===== config.mk =====
export PLATFORM = sky130hd
export DESIGN_NAME = sm83_alu_stage
export DESIGN_NICKNAME = d
export VERILOG_FILES = /design/src/rtl/sm83_alu_pkg.sv /design/src/rtl/sm83_alu_core.sv /design/src/rtl/sm83_alu_stage.sv
export SDC_FILE = /design/constraint.sdc
export NUM_CORES = 1
export LEC_CHECK = 0
export ABC_AREA = 1
export ABC_CLOCK_PERIOD_IN_PS = 3440
export CAP_MARGIN = 20
export CORE_MARGIN = 5
export CORE_UTILIZATION = 40
export CTS_BUF_LIST = sky130_fd_sc_hd__clkbuf_8
export DETAILED_ROUTE_END_ITERATION = 16
export MAX_ROUTING_LAYER = met4
export PLACE_DENSITY = 0.57
export RECOVER_POWER = 100
export SYNTH_ARGS = -nofsm -noshare
export SYNTH_HDL_FRONTEND = slang
export SYNTH_SLANG_ARGS = --single-unit

===== constraint.sdc =====
create_clock -name clk_i -period 3.44 [get_ports clk_i]
set_input_delay 0.688 -clock clk_i [delete_from_list [all_inputs] [get_ports clk_i]]
set_output_delay 0.688 -clock clk_i [all_outputs]
set_load 0.005 [all_outputs]

===== src/rtl/sm83_alu_pkg.sv =====
// sm83_alu_pkg
// Shared definitions for the SM83 ALU stage:
//   alu_op_e  - 5-bit opcode encoding; codes above DAA are undefined
//   flags_t   - packed F register {Z,N,H,C}
//   FLAG_*    - bit positions of each flag inside the 4-bit F vector
//   is_zero   - Z flag helper
package sm83_alu_pkg;

  typedef enum logic [4:0] {
    ALU_ADD  = 5'd0,
    ALU_ADC  = 5'd1,
    ALU_SUB  = 5'd2,
    ALU_SBC  = 5'd3,
    ALU_CP   = 5'd4,
    ALU_AND  = 5'd5,
    ALU_OR   = 5'd6,
    ALU_XOR  = 5'd7,
    ALU_INC  = 5'd8,
    ALU_DEC  = 5'd9,
    ALU_RLC  = 5'd10,
    ALU_RRC  = 5'd11,
    ALU_RL   = 5'd12,
    ALU_RR   = 5'd13,
    ALU_SLA  = 5'd14,
    ALU_SRA  = 5'd15,
    ALU_SRL  = 5'd16,
    ALU_SWAP = 5'd17,
    ALU_BIT  = 5'd18,
    ALU_SET  = 5'd19,
    ALU_RES  = 5'd20,
    ALU_CPL  = 5'd21,
    ALU_SCF  = 5'd22,
    ALU_CCF  = 5'd23,
    ALU_DAA  = 5'd24
  } alu_op_e;

  localparam int unsigned FLAG_Z = 3;
  localparam int unsigned FLAG_N = 2;
  localparam int unsigned FLAG_H = 1;
  localparam int unsigned FLAG_C = 0;

  typedef struct packed {
    logic z;
    logic n;
    logic h;
    logic c;
  } flags_t;

  function automatic logic is_zero(input logic [7:0] v);
    return (v == 8'h00);
  endfunction

endpackage


===== src/rtl/sm83_alu_core.sv =====
// sm83_alu_core
// Purely combinational SM83 datapath: computes the result, the next F value
// and the destination write enable for one opcode.
// Ports:
//   op_i       opcode (alu_op_e)
//   a_i, b_i   operands (A = accumulator)
//   bit_idx_i  bit index for BIT/SET/RES
//   flags_i    current F register (carry-in source)
//   result_o   computed result
//   flags_o    next F value
//   wr_en_o    destination write enable
// Optional feature: define ALU_DAA_EN to implement DAA; otherwise DAA is
// treated like an undefined opcode.
import sm83_alu_pkg::*;

module sm83_alu_core (
  input  alu_op_e      op_i,
  input  logic [7:0]   a_i,
  input  logic [7:0]   b_i,
  input  logic [2:0]   bit_idx_i,
  input  flags_t       flags_i,
  output logic [7:0]   result_o,
  output flags_t       flags_o,
  output logic         wr_en_o
);

  logic       cin_add_s;
  logic       cin_sub_s;
  logic [8:0] add_s;
  logic [4:0] add_lo_s;
  logic [8:0] sub_s;
  logic [4:0] sub_lo_s;

  // Carry-in is only honoured by the "with carry" forms.
  assign cin_add_s = (op_i == ALU_ADC) && flags_i.c;
  assign cin_sub_s = (op_i == ALU_SBC) && flags_i.c;

  // 9-bit sums; bit 8 is carry/borrow out, the 5-bit nibble sum gives H.
  assign add_s    = {1'b0, a_i} + {1'b0, b_i} + {8'd0, cin_add_s};
  assign add_lo_s = {1'b0, a_i[3:0]} + {1'b0, b_i[3:0]} + {4'd0, cin_add_s};
  assign sub_s    = {1'b0, a_i} - {1'b0, b_i} - {8'd0, cin_sub_s};
  assign sub_lo_s = {1'b0, a_i[3:0]} - {1'b0, b_i[3:0]} - {4'd0, cin_sub_s};

`ifdef ALU_DAA_EN
  logic       daa_lo_s;
  logic       daa_hi_s;
  logic [7:0] daa_corr_s;
  logic [7:0] daa_res_s;

  // In the subtract direction only H and C select a correction; the
  // add direction also corrects out-of-range BCD digits.
  assign daa_lo_s   = flags_i.h || (!flags_i.n && (a_i[3:0] > 4'h9));
  assign daa_hi_s   = flags_i.c || (!flags_i.n && (a_i > 8'h99));
  assign daa_corr_s = {1'b0, daa_hi_s, daa_hi_s, 1'b0, 1'b0, daa_lo_s, daa_lo_s, 1'b0};
  assign daa_res_s  = flags_i.n ? (a_i - daa_corr_s) : (a_i + daa_corr_s);
`endif

  // Opcode decode: default leaves A and F untouched with no write.
  always_comb begin
    result_o = a_i;
    flags_o  = flags_i;
    wr_en_o  = 1'b0;
    case (op_i)
      ALU_ADD, ALU_ADC: begin
        result_o = add_s[7:0];
        wr_en_o  = 1'b1;
        flags_o  = '{z: is_zero(add_s[7:0]), n: 1'b0, h: add_lo_s[4], c: add_s[8]};
      end
      ALU_SUB, ALU_SBC: begin
        result_o = sub_s[7:0];
        wr_en_o  = 1'b1;
        flags_o  = '{z: is_zero(sub_s[7:0]), n: 1'b1, h: sub_lo_s[4], c: sub_s[8]};
      end
      ALU_CP: begin
        flags_o  = '{z: is_zero(sub_s[7:0]), n: 1'b1, h: sub_lo_s[4], c: sub_s[8]};
      end
      ALU_AND: begin
        result_o = a_i & b_i;
        wr_en_o  = 1'b1;
        flags_o  = '{z: is_zero(a_i & b_i), n: 1'b0, h: 1'b1, c: 1'b0};
      end
      ALU_OR: begin
        result_o = a_i | b_i;
        wr_en_o  = 1'b1;
        flags_o  = '{z: is_zero(a_i | b_i), n: 1'b0, h: 1'b0, c: 1'b0};
      end
      ALU_XOR: begin
        result_o = a_i ^ b_i;
        wr_en_o  = 1'b1;
        flags_o  = '{z: is_zero(a_i ^ b_i), n: 1'b0, h: 1'b0, c: 1'b0};
      end
      ALU_INC: begin
        result_o  = b_i + 8'd1;
        wr_en_o   = 1'b1;
        flags_o.z = is_zero(b_i + 8'd1);
        flags_o.n = 1'b0;
        flags_o.h = (b_i[3:0] == 4'hF);
      end
      ALU_DEC: begin
        result_o  = b_i - 8'd1;
        wr_en_o   = 1'b1;
        flags_o.z = is_zero(b_i - 8'd1);
        flags_o.n = 1'b1;
        flags_o.h = (b_i[3:0] == 4'h0);
      end
      ALU_RLC, ALU_RRC, ALU_RL, ALU_RR, ALU_SLA, ALU_SRA, ALU_SRL, ALU_SWAP: begin
        wr_en_o   = 1'b1;
        flags_o.n = 1'b0;
        flags_o.h = 1'b0;
        case (op_i)
          ALU_RLC: begin result_o = {b_i[6:0], b_i[7]};     flags_o.c = b_i[7]; end
          ALU_RRC: begin result_o = {b_i[0], b_i[7:1]};     flags_o.c = b_i[0]; end
          ALU_RL:  begin result_o = {b_i[6:0], flags_i.c};  flags_o.c = b_i[7]; end
          ALU_RR:  begin result_o = {flags_i.c, b_i[7:1]};  flags_o.c = b_i[0]; end
          ALU_SLA: begin result_o = {b_i[6:0], 1'b0};       flags_o.c = b_i[7]; end
          ALU_SRA: begin result_o = {b_i[7], b_i[7:1]};     flags_o.c = b_i[0]; end
          ALU_SRL: begin result_o = {1'b0, b_i[7:1]};       flags_o.c = b_i[0]; end
          default: begin result_o = {b_i[3:0], b_i[7:4]};   flags_o.c = 1'b0;   end
        endcase
        flags_o.z = is_zero(result_o);
      end
      ALU_BIT: begin
        flags_o.z = !b_i[bit_idx_i];
        flags_o.n = 1'b0;
        flags_o.h = 1'b1;
      end
      ALU_SET: begin
        result_o            = b_i;
        result_o[bit_idx_i] = 1'b1;
        wr_en_o             = 1'b1;
      end
      ALU_RES: begin
        result_o            = b_i;
        result_o[bit_idx_i] = 1'b0;
        wr_en_o             = 1'b1;
      end
      ALU_CPL: begin
        result_o  = ~a_i;
        wr_en_o   = 1'b1;
        flags_o.n = 1'b1;
        flags_o.h = 1'b1;
      end
      ALU_SCF: begin
        flags_o.n = 1'b0;
        flags_o.h = 1'b0;
        flags_o.c = 1'b1;
      end
      ALU_CCF: begin
        flags_o.n = 1'b0;
        flags_o.h = 1'b0;
        flags_o.c = !flags_i.c;
      end
`ifdef ALU_DAA_EN
      ALU_DAA: begin
        result_o  = daa_res_s;
        wr_en_o   = 1'b1;
        flags_o.z = is_zero(daa_res_s);
        flags_o.h = 1'b0;
        flags_o.c = daa_hi_s;
      end
`endif
      default: begin
        result_o = a_i;
        flags_o  = flags_i;
        wr_en_o  = 1'b0;
      end
    endcase
  end

endmodule


===== src/rtl/sm83_alu_stage.sv =====
// sm83_alu_stage
// SM83 ALU stage feeding the accumulator: one-cycle registered result with a
// valid/ready handshake, and owner of the F (ZNHC) flag register.
// Ports:
//   clk_i, rst_i              clock, asynchronous active-high reset
//   op_valid_i / op_ready_o   operation request handshake
//   op_i, a_i, b_i, bit_idx_i operation and operands
//   res_valid_o / res_ready_i result handshake
//   result_o, wr_en_o         registered result and destination write enable
//   flags_o                   F register {Z,N,H,C}
//   flags_wr_i, flags_din_i   direct F load (POP AF), wins over an accept
// Optional feature: macro ALU_DAA_EN enables the DAA opcode.
import sm83_alu_pkg::*;

module sm83_alu_stage #(
  parameter logic [3:0] FLAG_RST = 4'h0
) (
  input  logic       clk_i,
  input  logic       rst_i,
  input  logic       op_valid_i,
  output logic       op_ready_o,
  input  logic [4:0] op_i,
  input  logic [7:0] a_i,
  input  logic [7:0] b_i,
  input  logic [2:0] bit_idx_i,
  output logic       res_valid_o,
  input  logic       res_ready_i,
  output logic [7:0] result_o,
  output logic       wr_en_o,
  output logic [3:0] flags_o,
  input  logic       flags_wr_i,
  input  logic [3:0] flags_din_i
);

  logic       res_valid_r;
  logic [7:0] result_r;
  logic       wr_en_r;
  flags_t     flags_r;

  logic       accept_s;
  logic [7:0] core_result_s;
  flags_t     core_flags_s;
  logic       core_wr_en_s;

  sm83_alu_core u_core (
    .op_i      (alu_op_e'(op_i)),
    .a_i       (a_i),
    .b_i       (b_i),
    .bit_idx_i (bit_idx_i),
    .flags_i   (flags_r),
    .result_o  (core_result_s),
    .flags_o   (core_flags_s),
    .wr_en_o   (core_wr_en_s)
  );

  assign op_ready_o  = !res_valid_r || res_ready_i;
  assign accept_s    = op_valid_i && op_ready_o;

  assign res_valid_o = res_valid_r;
  assign result_o    = result_r;
  assign wr_en_o     = wr_en_r;
  assign flags_o     = flags_r;

  // Output register and F register; a direct F load overrides the op's flags.
  always_ff @(posedge clk_i or posedge rst_i) begin
    if (rst_i) begin
      res_valid_r <= 1'b0;
      result_r    <= 8'h00;
      wr_en_r     <= 1'b0;
      flags_r     <= flags_t'(FLAG_RST);
    end else begin
      if (accept_s) begin
        res_valid_r <= 1'b1;
        result_r    <= core_result_s;
        wr_en_r     <= core_wr_en_s;
      end else if (res_ready_i) begin
        res_valid_r <= 1'b0;
      end

      if (flags_wr_i) begin
        flags_r <= flags_t'(flags_din_i);
      end else if (accept_s) begin
        flags_r <= core_flags_s;
      end
    end
  end

endmodule


==> results of run 1 <==
[registers in the layout, indices dropped and copies added, names as in the netlist]
| name | count |
|---|---|
| flags_o | 4 |
| res_valid_o | 1 |
| result_o | 8 |
| wr_en_o | 1 |
[Yosys cell counts]
library cell                number
sky130_fd_sc_hd__a21o_1          1
sky130_fd_sc_hd__a21oi_1        16
sky130_fd_sc_hd__a22o_1          5
sky130_fd_sc_hd__a22oi_1         3
sky130_fd_sc_hd__a31oi_1         1
sky130_fd_sc_hd__a32oi_1         1
sky130_fd_sc_hd__a41o_1          1
sky130_fd_sc_hd__and2_1          2
sky130_fd_sc_hd__buf_1           1
sky130_fd_sc_hd__buf_2           9
sky130_fd_sc_hd__buf_4           6
sky130_fd_sc_hd__buf_6           1
sky130_fd_sc_hd__clkbuf_1        3
sky130_fd_sc_hd__clkinv_1        3
sky130_fd_sc_hd__dfrtp_1        14
sky130_fd_sc_hd__fa_1            4
sky130_fd_sc_hd__ha_1           35
sky130_fd_sc_hd__inv_1          85
sky130_fd_sc_hd__inv_2           3
sky130_fd_sc_hd__nand2_1       187
sky130_fd_sc_hd__nand2_2         4
sky130_fd_sc_hd__nand3_1        89
sky130_fd_sc_hd__nand3_2         2
sky130_fd_sc_hd__nand4_1        28
sky130_fd_sc_hd__nand4_2         1
sky130_fd_sc_hd__nor2_1         93
sky130_fd_sc_hd__nor2_2          4
sky130_fd_sc_hd__nor3_1         16
sky130_fd_sc_hd__nor3_2          1
sky130_fd_sc_hd__nor4_1          2
sky130_fd_sc_hd__o2111ai_1       1
sky130_fd_sc_hd__o211ai_1        5
sky130_fd_sc_hd__o21ai_0        21
sky130_fd_sc_hd__o21ai_1         9
sky130_fd_sc_hd__o21bai_1        3
sky130_fd_sc_hd__o221ai_1        3
sky130_fd_sc_hd__o22ai_1         5
sky130_fd_sc_hd__o31ai_1         1
sky130_fd_sc_hd__o41ai_1         1
sky130_fd_sc_hd__xnor2_1         1
sky130_fd_sc_hd__xor2_1         14
[stage by stage]
step / utilization [%] / cell area, um2 / std cells / power (mW)
after global placement: 51.6 / 4770 / 902 / 0.932
after CTS: 52.3 / 4830 / 906 / 1.10
final: 52.7 / 4870 / 906 / 1.11
after floorplan: - / 3800 / 685 / 0.604
after detailed placement: 51.6 / 4770 / 902 / 0.937
after global routing: 52.7 / 4870 / 906 / 1.20
[worst max-delay path: stages]
cell	delay [ps]
sky130_fd_sc_hd__clkdlybuf4s50_1	490
sky130_fd_sc_hd__inv_2	50
sky130_fd_sc_hd__nor2_2	110
sky130_fd_sc_hd__nand2_1	90
sky130_fd_sc_hd__inv_1	80
sky130_fd_sc_hd__nand2_1	80
sky130_fd_sc_hd__fa_2	560
sky130_fd_sc_hd__inv_1	50
sky130_fd_sc_hd__ha_1	190
sky130_fd_sc_hd__o21ai_0	170
sky130_fd_sc_hd__nand2_1	120
sky130_fd_sc_hd__xor2_2	180
sky130_fd_sc_hd__nand2_1	80
sky130_fd_sc_hd__o2111ai_1	180
sky130_fd_sc_hd__nor2_1	120
sky130_fd_sc_hd__o21ai_0	80
sky130_fd_sc_hd__nand2_1	70
sky130_fd_sc_hd__nand2_1	40
[where the power goes]
| group | switching (mW) | internal (mW) | total (mW) |
|---|---|---|---|
| Sequential | 0.0218 | 0.198 | 0.220 |
| Clock | 0.0648 | 0.102 | 0.167 |
| Combinational | 0.439 | 0.290 | 0.729 |
| Total | 0.526 | 0.589 | 1.11 |
[logic make-up after synthesis]
| logic type | Yosys count |
|---|---|
| buf+inv | 111 |
| xor+xnor | 15 |
| flops | 14 |
| simple gates | 429 |
| fa+ha+maj | 39 |
| compound gates | 77 |
[routing by layer]
metal,track usage [%],up-vias,routed length (um)
met3,3.90,33,1790
met5,-,-,0
met2,47.0,281,7440
met1,41.4,2280,7360
li1,-,2447,-
met4,8.30,0,519
[worst max-delay path by stage]
stage	slack (ps)	to	startpoint	depth (start not counted)
after floorplan	220	flags_o[0]	op_i[3]	18
final	140	result_o[3]	op_i[1]	18
after global routing	0.03	flags_o[3]	op_i[1]	19
after CTS	2	flags_o[3]	op_i[1]	19
after detailed placement	-270	result_o[2]	op_i[1]	17
after global placement	-250	result_o[2]	op_i[1]	17
[layout make-up]
| cell class | instances | area, um2 |
|---|---|---|
| timing repair buffer | 108 | 926 |
| inverter | 91 | 342 |
| tap | 129 | 161 |
| sequential | 14 | 350 |
| fill | 1031 | 4370 |
| multi-input combinational | 560 | 3040 |
| clock buffer | 4 | 55.1 |
[repair_timing]
item / 4_1_cts / 5_1_grt
gates resized for setup: 1 / 12
pin swaps: 0 / 1
endpoints found under the setup margin: 1 / 8
==> summary by stage, run 1 <==
Die
The overall die width is 107 um. The die is 107 um tall. The die footprint is approximately 0.012 mm2.

The count of standard-cell rows is 35. 48 I/O pins were placed. The initial utilization of the core area, before any placement, comes to between 40% and 50%. The core box area is roughly 0.009 mm2.

Routing
For this run, design rule violations remaining after detail routing come to 0. Detailed routing inserted a total of around 5000 vias. Wires add up to about 17000 um.

In the routed layout, each cell is associated on average with a via count of between 5 and 6. The first detailed-routing pass took 5 iterations. The detail route stage leaves a number of antenna-violating nets equal to 0.

The detailed router finished its first iteration with 434 violations. The detail-routed net length per standard cell is 18.9 um.

Global routing
The total global-route track usage is 30.2%. The global-route wire length before repair is 26200 um. Global routing finished with a remaining overflow of 0. The via count of the first global-routing pass came to 4700. The number of antenna violations at the first check in global routing is 0. The maximum number of pins on one net before global-route repair is 18.

Synthesis
After synthesis, the mean cell area works out to ~5.5 um2. The number of nets produced by synthesis is 757. Yosys attributes the largest share of cell area to sky130_fd_sc_hd__nand2_1 (18%), sky130_fd_sc_hd__nand3_1 (12%), sky130_fd_sc_hd__ha_1 (12%). The share of the Yosys chip area taken by registers is under 10%. Of the total synthesized cell area, the portion taken by XOR and XNOR cells is between 3 and 4%. The post-synthesis instance total is 685. The count of yosys warnings during synthesis is 0.

The synthesized netlist devotes 49.2% of its cell area to simple gates. In the synthesized netlist, mux cells make up 0% of the area. Of the post-synthesis cell area, the dominant cell type holds 18.5%.

The main combinational cell family by area after synthesis is simple AND/OR/NAND/NOR gates. The synthesized netlist devotes 12.4% of its cell area to compound gates. The synthesized netlist occupies a cell area of about 0.0038 mm2. The number of different library cells used by synthesis comes to 41.

Of all cell types, the one taking the most synthesized area is sky130_fd_sc_hd__nand2_1. The synthesized netlist devotes between 10% and 20% of its cell area to adder and majority cells. The synthesis-stage register bit count is 14.

Timing
Of the available clock period, the critical path in the final layout requires 95.9%. The final setup violation count is 0. Hold timing on the final database bottoms out at a slack of ~470 ps.

The largest clock skew in the final design is 1.85 ps. The timing-limited maximum frequency is 303 MHz. The shortest clock period the worst path allows after layout is between 3000 and 4000 ps. The final number of max-transition violations is 0. Setup slack on the critical path of the routed design comes to between 100 and 150 ps. The transition time at the pin with the least slew margin is 547 ps. Setup repair after global routing left no endpoint under its margin. Summed over all failing endpoints, the final setup total negative slack is 0 ps. The normalized max-slew margin is 63.5%. The number of endpoints with negative hold slack in the final report was 0.

Outcome
The run finished with clean final reports.

Place
Routability-driven placement finished with a final weighted congestion of 0.998. The number of input and output port buffers inserted is 47. Timing analysis after detailed placement gives a worst setup slack of -268 ps. The post-detailed-placement half-perimeter wirelength is approximately 14000 um.

Clock network
Clock tree synthesis selected as its root buffer the cell sky130_fd_sc_hd__clkbuf_8. The clock net sink count is 14. The number of clock buffers added by TritonCTS is 3. The post-CTS setup repair buffer count is 0. The CTS tree is done. Clock latency on the worst-skew pair, taken at its later pin, is roughly 250 ps.

The CTS H-tree depth is 1. The worst-case clock buffer depth is 2. The count of hold buffers inserted by post-cts repair is 0. Clock-pin slew was measured on the worst setup and hold paths at about 60 ps.

Worst setup path
The number of cells on the worst reg-to-reg path is 15. The worst endpoint required time is roughly 3600 ps. The worst path arrival time is roughly 3400 ps.

STA classifies the critical path endpoint as a flop. The category of the critical setup timing path is in2reg. The category of the worst setup path launch point is a primary input. The endpoint identified for the worst register-to-register timing path is result_o[3].

Of all nets on the critical path, the largest fanout is 2. Across all register-to-register paths, the minimum setup slack is between 700 and 800 ps. The startpoint identified for the worst register-to-register timing path is flags_o[0].

Finish
In the layout the commonest cells are sky130_fd_sc_hd__nand2_1 (187), sky130_fd_sc_hd__nor2_1 (91), sky130_fd_sc_hd__nand3_1 (89). Cells with a size suffix above 1 make up about an eighth of the layout. The post-synthesis to final-layout area growth is 28.3%.

Leaving out fill and tap cells, the most frequent cell in the layout is sky130_fd_sc_hd__nand2_1. The number of inserted diodes is 0. For this run, the post-layout net count is 850.

Power
For this design the static power due to leakage is roughly 2.6 nW. For this design the ratio of total power to cell area is about 230 mW/mm2. IR analysis of the VDD net gives a maximum drop of 0.103 mV.

Worst hold path
The beginning of the worst hold path is flags_o[1]. The worst min-delay path endpoint is flags_o[1]. In this run the worst hold path is classified as reg2reg. The worst hold path passes through 2 cells.

Flow run
The count of max-cap constraint violations is 0.
Note: power is estimated with default switching activity, not from simulation.
==> inputs of run 2 (changes only) <==
- RECOVER_POWER: 100 -> 25
==> summary by stage, run 2 (synthesized netlist as in run 1, its figures left out) <==
Timing
The shortest clock period the worst path allows after layout is 3280 ps (-16.2 ps). The final number of max-transition violations is 0 (unchanged). The final setup violation count is 0 (unchanged). Setup repair after global routing left no endpoint under its margin.

The normalized max-slew margin is 63.4% (-0.12 points). The transition time at the pin with the least slew margin is 549 ps (+1.82 ps). The largest clock skew in the final design is 0.893 ps (-0.959 ps). The number of endpoints with negative hold slack in the final report is 0 (unchanged).

The share of the clock period used by the worst path after layout is 95.4% (-0.47 points). The timing-limited maximum frequency is 305 MHz (+0.49%). The final-layout setup total negative slack is 0 ps (unchanged).

The setup slack of the critical path after layout is 158 ps (+16.2 ps).

Finish
The area of all sequential standard cells is 350 um2 (unchanged). The net count reported at finish came to 850 (unchanged). The area growth from synthesis to layout is 28.4%. The area taken by multi-input logic gates was 0.00304 mm2 (about the same). The post-route core utilization came to 52.8% (+0.054 points).

In the layout the commonest cells are sky130_fd_sc_hd__nand2_1 (186), sky130_fd_sc_hd__nor2_1 (91), sky130_fd_sc_hd__nand3_1 (89). The final instance area is 0.00488 mm2 (+0.10%). The most frequent standard cell in the layout excluding fill and tap cells is sky130_fd_sc_hd__nand2_1. The number of inserted diodes is 0 (unchanged). The fraction of final layout cells sized beyond drive strength 1 came to 11.8% (+0.13 points). The filler cell count in the final layout is 1029 (-0.19%).

The flip-flop count of the largest register after layout is 8 (unchanged).

Global routing
The number of antenna violations at the first check in global routing is 0 (unchanged). The via count of the first global-routing pass is 4700 (unchanged). The total global-route track usage was 30.2% (unchanged).

The global-route wire length before repair is 26200 um (unchanged). The remaining global-route overflow is 0 (unchanged). The maximum number of pins on one net before global-route repair came to 18 (unchanged).

Clock network
The post-CTS setup repair buffer count came to 0 (unchanged). The CTS clock-pin slew for the worst setup and hold paths is 60 ps (about the same). The cell at the root of the clock tree is sky130_fd_sc_hd__clkbuf_8. The worst-case clock buffer depth is 2 (unchanged). The insertion delay of the later-clocked pin in the worst-skew pair is 260 ps (about the same). The count of hold buffers inserted by post-cts repair is 0 (unchanged). The CTS H-tree depth is 1 (unchanged). The number of clock buffers inserted by TritonCTS came to 3 (unchanged). The CTS tree is done. The clock net sink count is 14 (unchanged).

Power
The logic gate share of total power is 65.5% (+0.2 points). The share of power burned in the clock network came to 14.9% (about the same). The power consumption is 1.13 mW (+1.5%). The sequential share of power is 19.6% (about the same). The net switching fraction of the power is 46.7% (-0.47 points). The switching power total is 528 uW (+0.48%). The worst vdd rail ir drop is 0.104 mV (+0.33%). The total power divided by cell area is 232 mW/mm2 (+1.4%). The design internal power is 604 uW (+2.4%). The leakage power summed over all cells came to 2.54 nW (-0.48%).

Worst setup path
The worst endpoint required time is 3590 ps (about the same). The signal on the critical path passes through clkdlybuf4s50_1, inv_2, nor2_2, nand2_1, inv_1, nand2_1, fa_2, inv_1, ha_1, o21ai_0, nand2_1, xor2_2, nor2_1, nand3_1, nor3_2, nor2_1, nand3_1, nand2_1, nand2_1. The worst path arrival time came to 3430 ps (about the same). The highest cell delay on the worst timing path is 560 ps (about the same). The endpoint identified for the worst register-to-register timing path is flags_o[3]. The worst setup path is launched from a primary input. The cell type of the slowest stage on the worst timing path is sky130_fd_sc_hd__fa_2. The reg-to-reg setup timing slack is 690 ps (-20 ps). The most numerous cell type found on the critical path is sky130_fd_sc_hd__nand2_1.

The worst setup path is of the in2reg kind. The cell depth of the worst flop-to-flop path came to 19 (+4). The maximum fanout count along the critical path came to 2 (unchanged).

STA classifies the critical path endpoint as a flop. The startpoint of the worst register-to-register path is flags_o[0].

Routing
The number of nets with antenna violations after routing is 0 (unchanged). The number of iterations in the first detailed-routing pass came to 5 (unchanged). The vias per cell is 5.59 (+0.46%).

The detail-routed net length per standard cell is 18.7 um (-0.72%). The aggregate routed wire length was 17000 um (-0.72%). The remaining design rule violation count is 0 (unchanged). The via count is 5064 (+0.46%). The initial detailed-routing violation count is 442 (+1.8%).

Die
The count of standard-cell rows came to 35 (unchanged). The effective utilization at floorplan is 41.1% (unchanged). The die height is 107 um (unchanged). The count of pins on the block boundary is 48 (unchanged). The overall die width was 107 um (unchanged). The core box area was 0.00924 mm2 (unchanged).

The die footprint is 0.0115 mm2 (unchanged).

Flow run
The count of max-cap constraint violations is 0 (unchanged).

Place
The number of input and output port buffers inserted was 47 (unchanged). The worst setup slack before clock tree synthesis is -268 ps (unchanged). The last weighted congestion value of the routability-driven placer is 0.998 (unchanged).

The placement-stage cell area came to 0.00477 mm2 (unchanged). The post-detailed-placement half-perimeter wirelength came to 14200 um (unchanged).

Worst hold path
The worst hold path begins at flags_o[1]. The min-delay analysis places its worst path in the category reg2reg. The worst min-delay path endpoint is flags_o[1]. The depth of the worst hold-timing path is 2 (unchanged).

Outcome
The flow ran to the end, and the final reports show no timing, DRC or antenna violations.
[run 2: per-layer routing]
metal  share of wire (%)  track usage [%]
met1                  43             41.4
met2                  44             47.0
met3                  10             3.90
met4                 3.0             8.30
met5                   0                -
[run 2: power by group through the flow]
stage                     sequential, mW  combinational (mW)  clock [mW]
after CTS                          0.221               0.716       0.165
after global routing               0.225               0.809       0.178
after floorplan                    0.222               0.382           0
final                              0.221               0.742       0.168
after detailed placement           0.224               0.712           0
after global placement             0.223               0.709           0
[run 2: timing repair]
item	CTS	global route
setup endpoints to repair	1	8
resized for setup	1	12
pin swaps	0	1
[run 2: worst max-delay path: cells and delay by family]
family,cells,cell delay [ps]
compound gates,1,170
xor+xnor,1,210
fa+ha+maj,2,750
buf+inv,4,670
simple gates,11,950
[run 2: worst max-delay path by stage]
stage                     cells after the start  slack, ps     endpoint    start
after floorplan                              18        220   flags_o[0]  op_i[3]
after global placement                       17       -250  result_o[2]  op_i[1]
after detailed placement                     17       -270  result_o[2]  op_i[1]
after CTS                                    19          2   flags_o[3]  op_i[1]
after global routing                         19       0.03   flags_o[3]  op_i[1]
final                                        19        160   flags_o[3]  op_i[1]
[run 2: metrics by stage]
step | instances | hold slack, ps
final | 906 | 476
after global routing | 906 | 516
after CTS | 906 | 483
after detailed placement | 902 | 467
after global placement | 902 | 463
after floorplan | 685 | 472
[run 2: cell type report]
type,instances,share of cell area (%)
Multi-Input combinational cell,560,62.3
Timing Repair Buffer,108,19.0
Sequential cell,14,7.18
Inverter,91,7.00
Tap cell,129,3.31
Clock buffer,4,1.13
==> inputs of run 3 (changes only) <==
- CORE_ASPECT_RATIO: default -> 0.5
==> summary by stage, run 3 (synthesized netlist as in run 1, its figures left out) <==
Finish
The library cells used most frequently in the layout, excluding fill and tap cells, are sky130_fd_sc_hd__nand2_1 (185), sky130_fd_sc_hd__nor2_1 (90), sky130_fd_sc_hd__nand3_1 (89). Leaving out fill and tap cells, the most frequent cell in the layout is sky130_fd_sc_hd__nand2_1. The flip-flop count of the largest register after layout came to 8 (unchanged). The filler cell count in the final layout is 999 (-2.9%). The fraction of final layout cells sized beyond drive strength 1 is 12.6% (+0.80 points).

The area of all sequential standard cells is 350 um2 (unchanged). The net count reported at finish was 856 (+0.71%). The area growth from synthesis to layout is 29.4%. The area taken by multi-input logic gates is 0.00303 mm2 (-0.29%). The final instance area is 0.00492 mm2 (+0.80%).

The number of inserted diodes came to 0 (unchanged).

Routing
The remaining design rule violation count is 0 (unchanged). The number of iterations in the first detailed-routing pass was 5 (unchanged). The detail-routed net length per standard cell is 19.4 um (+3.5%).

The initial detailed-routing violation count was 754 (+71%). The vias per cell is 5.69 (+1.7%). The via count came to 5141 (+1.5%). The number of nets with antenna violations after routing is 0 (unchanged).

The aggregate routed wire length is 17500 um (+3.2%).

Timing
The shortest clock period the worst path allows after layout is 3130 ps (-150 ps). The final-layout setup total negative slack was 0 ps (unchanged). The final setup violation count is 0 (unchanged). The final number of max-transition violations is 0 (unchanged). The share of the clock period used by the worst path after layout was 91.0% (-4.4 points). The transition time at the pin with the least slew margin was 565 ps (+15.7 ps).

The timing-limited maximum frequency was 319 MHz (+4.8%). The normalized max-slew margin is 62.3% (-1.0 points). The largest clock skew in the final design is 5.66 ps (+4.77 ps).

The setup slack of the critical path after layout is 308 ps (+150 ps). Setup repair after global routing left no endpoint under its margin. The number of endpoints with negative hold slack in the final report is 0 (unchanged).

Global routing
The busiest layer in global routing is met1. The total global-route track usage was 30.2% (about the same). The number of antenna violations at the first check in global routing is 0 (unchanged). The global-route wire length before repair came to 26600 um (+1.7%). The met3 demand-to-capacity share in global routing is 4.90% (+1.0 points). The remaining global-route overflow is 0 (unchanged).

The fraction of met2 tracks used by global routing came to 40.9% (-6.1 points). The maximum number of pins on one net before global-route repair is 15 (-3). The via count of the first global-routing pass is 4573 (-2.7%).

The met1 layer usage reported by global route is 47.7% (+6.3 points).

Place
The last weighted congestion value of the routability-driven placer is 1.08 (+8.0%). The placement-stage cell area was 0.00478 mm2 (+0.26%). The number of input and output port buffers inserted was 47 (unchanged). The post-detailed-placement half-perimeter wirelength came to 14600 um (+2.7%). The worst setup slack before clock tree synthesis is -274 ps (-5.56 ps).

Die
The effective utilization at floorplan came to 40.6% (-0.49 points). The overall die width is 148 um (+38%). The core box area is 0.00935 mm2 (+1.2%). The count of pins on the block boundary is 48 (unchanged).

The die height is 78.9 um (-27%). The count of standard-cell rows was 25 (-29%). The die footprint is 0.0117 mm2 (+1.0%).

Clock network
The number of clock buffers inserted by TritonCTS is 3 (unchanged). The worst-case clock buffer depth is 2 (unchanged). The count of hold buffers inserted by post-cts repair was 0 (unchanged). The CTS clock-pin slew for the worst setup and hold paths came to 60 ps (about the same). The CTS H-tree depth is 1 (unchanged).

The clock net sink count is 14 (unchanged). The insertion delay of the later-clocked pin in the worst-skew pair is 250 ps (about the same). The cell at the root of the clock tree is sky130_fd_sc_hd__clkbuf_8. TritonCTS built the clock tree.

Outcome
The flow ran to the end, and the final reports show no timing, DRC or antenna violations.

Flow run
The count of max-cap constraint violations is 0 (unchanged).

Power
The worst vdd rail ir drop is 0.0980 mV (-5.6%). The leakage power summed over all cells was 2.61 nW (+2.8%). The total power divided by cell area was 231 mW/mm2 (-0.29%). The power consumption is 1.14 mW (+0.50%).

Worst setup path
The maximum fanout count along the critical path is 3 (+1). The worst endpoint required time is 3630 ps (+40 ps). The category of the critical setup timing path is in2reg. The worst path arrival time was 3320 ps (-110 ps). STA classifies the critical path endpoint as a flop.

STA classifies the critical path startpoint as a primary input.

Worst hold path
The class of the worst hold path is reg2reg.
run 3: changes by cell type in the layout (fill, tap and decap cells not counted), sizes merged:
| cell | change |
|---|---|
| buf | +6 |
| dlymetal6s2s | +5 |
| clkdlybuf4s50 | -5 |
run 3: timing repair:
action                                  in CTS  in global routing
setup buffers                                0                  3
resized for setup                            1                 19
pin swaps                                    0                  7
endpoints found under the setup margin       1                  9
run 3: cell type report:
| type | instances | area share [%] |
|---|---|---|
| multi-input combinational | 560 | 61.7 |
| timing repair buffer | 114 | 20.1 |
| sequential | 14 | 7.13 |
| inverter | 91 | 6.95 |
| tap | 121 | 3.08 |
| clock buffer | 4 | 1.12 |
run 3: worst paths after layout:
kind                        startpoint           to  slack [ps]  cells past startpoint
min in group asynchronous        rst_i   flags_o[2]         930                      2
setup / recovery                b_i[0]   flags_o[3]         310                     15
hold / removal             result_o[7]  result_o[7]         480                      2
setup reg to reg            flags_o[0]   flags_o[3]         720                     16
hold reg to reg            result_o[7]  result_o[7]         480                      2
max in group asynchronous        rst_i   flags_o[1]        2130                      2
run 3: where the power goes:
part / total (mW) / switching [mW] / internal, mW
Combinational: 0.760 / 0.450 / 0.310
Clock: 0.160 / 0.0590 / 0.101
Sequential: 0.218 / 0.0192 / 0.198
run 3: critical path, cell delays in order:
cell,delay (ps)
sky130_fd_sc_hd__clkdlybuf4s50_1,470
sky130_fd_sc_hd__inv_1,120
sky130_fd_sc_hd__fa_2,420
sky130_fd_sc_hd__fa_2,430
sky130_fd_sc_hd__inv_1,60
sky130_fd_sc_hd__nand2_1,70
sky130_fd_sc_hd__a21oi_2,200
sky130_fd_sc_hd__buf_4,140
sky130_fd_sc_hd__xor2_1,220
sky130_fd_sc_hd__nand3_1,130
sky130_fd_sc_hd__nor3_2,130
sky130_fd_sc_hd__nor2_1,60
sky130_fd_sc_hd__nand3_1,80
sky130_fd_sc_hd__nand2_1,50
sky130_fd_sc_hd__nand2_1,50
run 3: per-layer routing:
layer | part of all wire, % | wire length, um
met1 | 49 | 8610
met2 | 38 | 6730
met3 | 12 | 2020
met4 | 0.95 | 167
met5 | 0 | 0
run 3: stage by stage:
| stage | hold slack [ps] | utilization, % | cells |
|---|---|---|---|
| finish | 478 | 52.6 | 904 |
| global route | 510 | 52.6 | 904 |
| global placement | 461 | 51.2 | 897 |
| detailed placement | 465 | 51.2 | 897 |
| floorplan | 472 | - | 685 |
| CTS | 481 | 51.8 | 901 |
